`src/rtl/nand2_gate.sv`:
```
// Bitwise 2-input NAND cell: a combinational output, a registered copy, and
// sticky coverage of the bit-0 input patterns.

module nand2_lane (
    input  logic clk,
    input  logic rst,
    input  logic a,
    input  logic b,
    output logic y,
    output logic y_q
);
    assign y = ~(a & b);

    // The reset value matches the NAND of idle-low inputs.
    always_ff @(posedge clk) begin
        if (rst) y_q <= 1'b1;
        else     y_q <= y;
    end
endmodule

module nand2_gate #(
    parameter int WIDTH = 1
) (
    input  logic             clk,
    input  logic             rst,
    input  logic [WIDTH-1:0] a,
    input  logic [WIDTH-1:0] b,
    output logic [WIDTH-1:0] y,
    output logic [WIDTH-1:0] y_q,
    output logic [3:0]       cov,
    output logic             cov_all
);
    for (genvar i = 0; i < WIDTH; i++) begin : g_lane
        nand2_lane u_lane (
            .clk (clk),
            .rst (rst),
            .a   (a[i]),
            .b   (b[i]),
            .y   (y[i]),
            .y_q (y_q[i])
        );
    end

    // Only bit 0 is tracked; the pattern {a,b} indexes the sticky flag.
    always_ff @(posedge clk) begin
        if (rst) cov <= 4'b0000;
        else     cov[{a[0], b[0]}] <= 1'b1;
    end

    assign cov_all = &cov;
endmodule

```
`config.mk`:
```
export PLATFORM = sky130hd
export DESIGN_NAME = nand2_gate
export DESIGN_NICKNAME = d
export VERILOG_FILES = /design/src/rtl/nand2_gate.sv
export SDC_FILE = /design/constraint.sdc
export NUM_CORES = 1
export LEC_CHECK = 0
export CAP_MARGIN = 10
export CORE_AREA = 2 2 39 41
export DETAILED_ROUTE_END_ITERATION = 8
export DIE_AREA = 0 0 41 43
export PLACE_DENSITY = 0.47
export SYNTH_ARGS = -nofsm -noshare
export SYNTH_HDL_FRONTEND = slang
export SYNTH_SLANG_ARGS = --single-unit
```
`constraint.sdc`:
```
create_clock -name clk -period 0.8 [get_ports clk]
set_clock_uncertainty 0.15 [all_clocks]
set_input_delay 0.16 -clock clk [delete_from_list [all_inputs] [get_ports clk]]
set_output_delay 0.16 -clock clk [all_outputs]
set_load 0.005 [all_outputs]
```
==> impl_metrics.env <==
export IMPL_status="finished, violations left"
export IMPL_violations="setup timing"
export IMPL_rsz0062_at_grt="true"
export IMPL_wl_per_cell_um=9.95
export IMPL_area_delta_synth_final_pct=138
export IMPL_cts_sinks=5
export IMPL_cp_cell_sequence="and4_1 > buf_2"
export IMPL_synthSimpleGateAreaFrac=0.237
export IMPL_r2r_start="cov[0]"
export IMPL_synthFlopType="dfxtp_1"
export IMPL_cp_max_fo=2
export IMPL_boundaryPins=11
export IMPL_viasPerCell=3.75
export IMPL_hold_violations=0
export IMPL_antenna_found_initial=0
export IMPL_cp_required_ns=0.49
export IMPL_worst_ep_arrival_time_ns=0.85
export IMPL_synthArstFlopShare=0
export IMPL_leakage_nw=0.189
export IMPL_yosys_warnings=0
export IMPL_synth_largest_area_cell="dfxtp_1"
export IMPL_synth_xor_area_frac=0
export IMPL_synth_distinct_cells=9
export IMPL_crit_path_end_kind="output port"
export IMPL_cts_clk_slew_worst_paths_ns=0.04
export IMPL_final_area_um2=414
export IMPL_first_global_vias=233
export IMPL_seq_area_um2=105
export IMPL_die_w_um=41
export IMPL_fmaxAchievable_mhz=863
export IMPL_synth_top_family_by_area="simple AND/OR/NAND/NOR gates"
export IMPL_final_max_slew_viol_count=0
export IMPL_synthTopCellsByCount="dfxtp_1, a21oi_1, inv_1, nand2b_1, nor2_1"
export IMPL_synth_compound_area_share=0.144
export IMPL_via_count=214
export IMPL_drt_iter0_markers=0
export IMPL_ys_seq_area_frac=0.576
export IMPL_setup_ws_ns=-0.359
export IMPL_slowest_stage="dfxtp_2"
export IMPL_drc=0
export IMPL_syn_inst=18
export IMPL_utilization=0.299
export IMPL_fp_dieH_um=43
export IMPL_setup_viol_count_final=9
export IMPL_cts_tree="done"
export IMPL_yosysMostFrequentCell="dfxtp_1"
export IMPL_power_density_nw_per_um2=1730
export IMPL_routed_wl_um=567
export IMPL_core_area_um2=1380
export IMPL_synth_area_leaders="dfxtp_1, a21oi_1, nand2b_1, o21ba_2, and4_1"
export IMPL_nNetsFinal=46
export IMPL_startpoint="cov[3]"
export IMPL_htree_levels=1
export IMPL_hold_path_cell_count=3
export IMPL_min_delay_start="a"
export IMPL_grt_ovfl_total=0
export IMPL_track_usage=0.0773
export IMPL_clk_latency_ns=0.24
export IMPL_cap_violations=0
export IMPL_hold_path_class="input pin to flip-flop"
export IMPL_synth_top_area_share=0.576
export IMPL_reg2reg_depth=4
export IMPL_fp_dieArea_um2=1760
export IMPL_ctsHoldBuffers=0
export IMPL_initial_core_util=0.126
export IMPL_drtPass1Iterations=1
export IMPL_synth_edf_count=0
export IMPL_period_share=1.45
export IMPL_synth_area_um2=174
export IMPL_ctsLongestPathBuffers=2
export IMPL_io_buffers=10
export IMPL_multi_input_area_um2=86.3
export IMPL_maxSlewHeadroom=0.931
export IMPL_fill_cells=154
export IMPL_synth_nets=22
export IMPL_muxShareOfSynthArea=0
export IMPL_dpl_cell_area_um2=344
export IMPL_row_count=14
export IMPL_max_slew_worst_pin_slew_ns=0.103
export IMPL_post_route_min_period_ns=1.16
export IMPL_drive_gt1_frac=0.805
export IMPL_synth_seq_cells=5
export IMPL_grt_first_pass_wirelength_um=841
export IMPL_post_dp_hpwl_um=405
export IMPL_cpPeakStageDelay_ns=0.31
export IMPL_n_antenna_cell=0
export IMPL_criticalPathCategory="flip-flop to output port"
export IMPL_synth_fa_ha_area_frac=0
export IMPL_gp_congestion=0.519
export IMPL_syn_avg_cell_area_um2=9.66
export IMPL_crit_path_start_kind="flip-flop"
export IMPL_grt_max_degree=5
export IMPL_cts_buffers_inserted=3
export IMPL_root_buffer="clkbuf_4"
export IMPL_ir_worst_vdd_mv=0.354
export IMPL_ant_nets=0
metrics by stage:
step	setup TNS (ns)	worst slack [ns]	hold WS [ns]	power, mW	std cells
6_report	-1.94	-0.359	0.0521	0.715	57
5_1_grt	-2.20	-0.400	0.0732	0.756	57
4_1_cts	-1.91	-0.370	0.0428	0.717	56
3_5_place_dp	-5.27	-0.708	0.312	0.396	50
3_3_place_gp	-5.05	-0.683	0.284	0.392	50
2_1_floorplan	-0.0242	-0.0210	0.0717	0.306	18
cell type report:
cell class,count,share of cell area
Sequential cell,5,0.254
Timing Repair Buffer,19,0.408
Inverter,2,0.0181
Clock buffer,4,0.0634
Tap cell,16,0.0483
Multi-Input combinational cell,11,0.208
per-layer routing:
metal	wire [µm]	track usage	vias to the layer above
met4	0	0.100	0
li1	-	-	105
met2	318	0.134	11
met1	178	0.0514	98
met3	69	0.0157	0
met5	0	0	-
path summary, 6_finish.rpt:
check	to	slack (ns)
hold reg to reg	cov[1]	0.40
setup reg to reg	cov[0]	-0.21
setup / recovery	cov_all	-0.36
hold / removal	g_lane[0].u_lane.y_q	0.05
placed cells by master (no fill, tap or decap):
cell,instances
clkbuf_4,3
and4_1,1
or2_1,1
nand2b_1,2
buf_4,3
buf_2,5
inv_2,2
dfxtp_1,1
o21ba_4,1
a21oi_2,3
buf_6,10
nor2_1,1
dlygate4sd2_1,1
clkbuf_1,1
dfxtp_2,4
nand2_2,1
nor2_2,1
where the power goes:
| group | switching (mW) | total, mW | leakage (nW) | internal (mW) |
|---|---|---|---|---|
| clock | 0.0945 | 0.282 | 0.0150 | 0.188 |
| sequential | 0.00829 | 0.277 | 0.0427 | 0.269 |
| combinational | 0.0551 | 0.155 | 0.131 | 0.0999 |
| total | 0.158 | 0.715 | 0.189 | 0.557 |
flip-flops by register name (all words and copies together), names as in the netlist:
register / count
g_lane.u_lane.y_q: 1
cov: 4
cell families (layout without fill, tap and decap cells):
logic type	Yosys count	after routing
compound gates	4	4
buf+inv	2	25
flops	5	5
simple gates	7	7
worst max-delay path, delay by kind of cell (launching register included):
family                 cells  cell delay (ns)
and+or+nand+nor            1             0.19
DFF                        1             0.31
buffers and inverters      1             0.12
timing repair:
item | in CTS | in global routing
buffers inserted | 2 | 1
setup endpoints to repair | 12 | 10
pin swaps | 2 | 1
gates cloned | 0 | 0
resized for setup | 49 | 4
(Power assumes the default switching activity.)
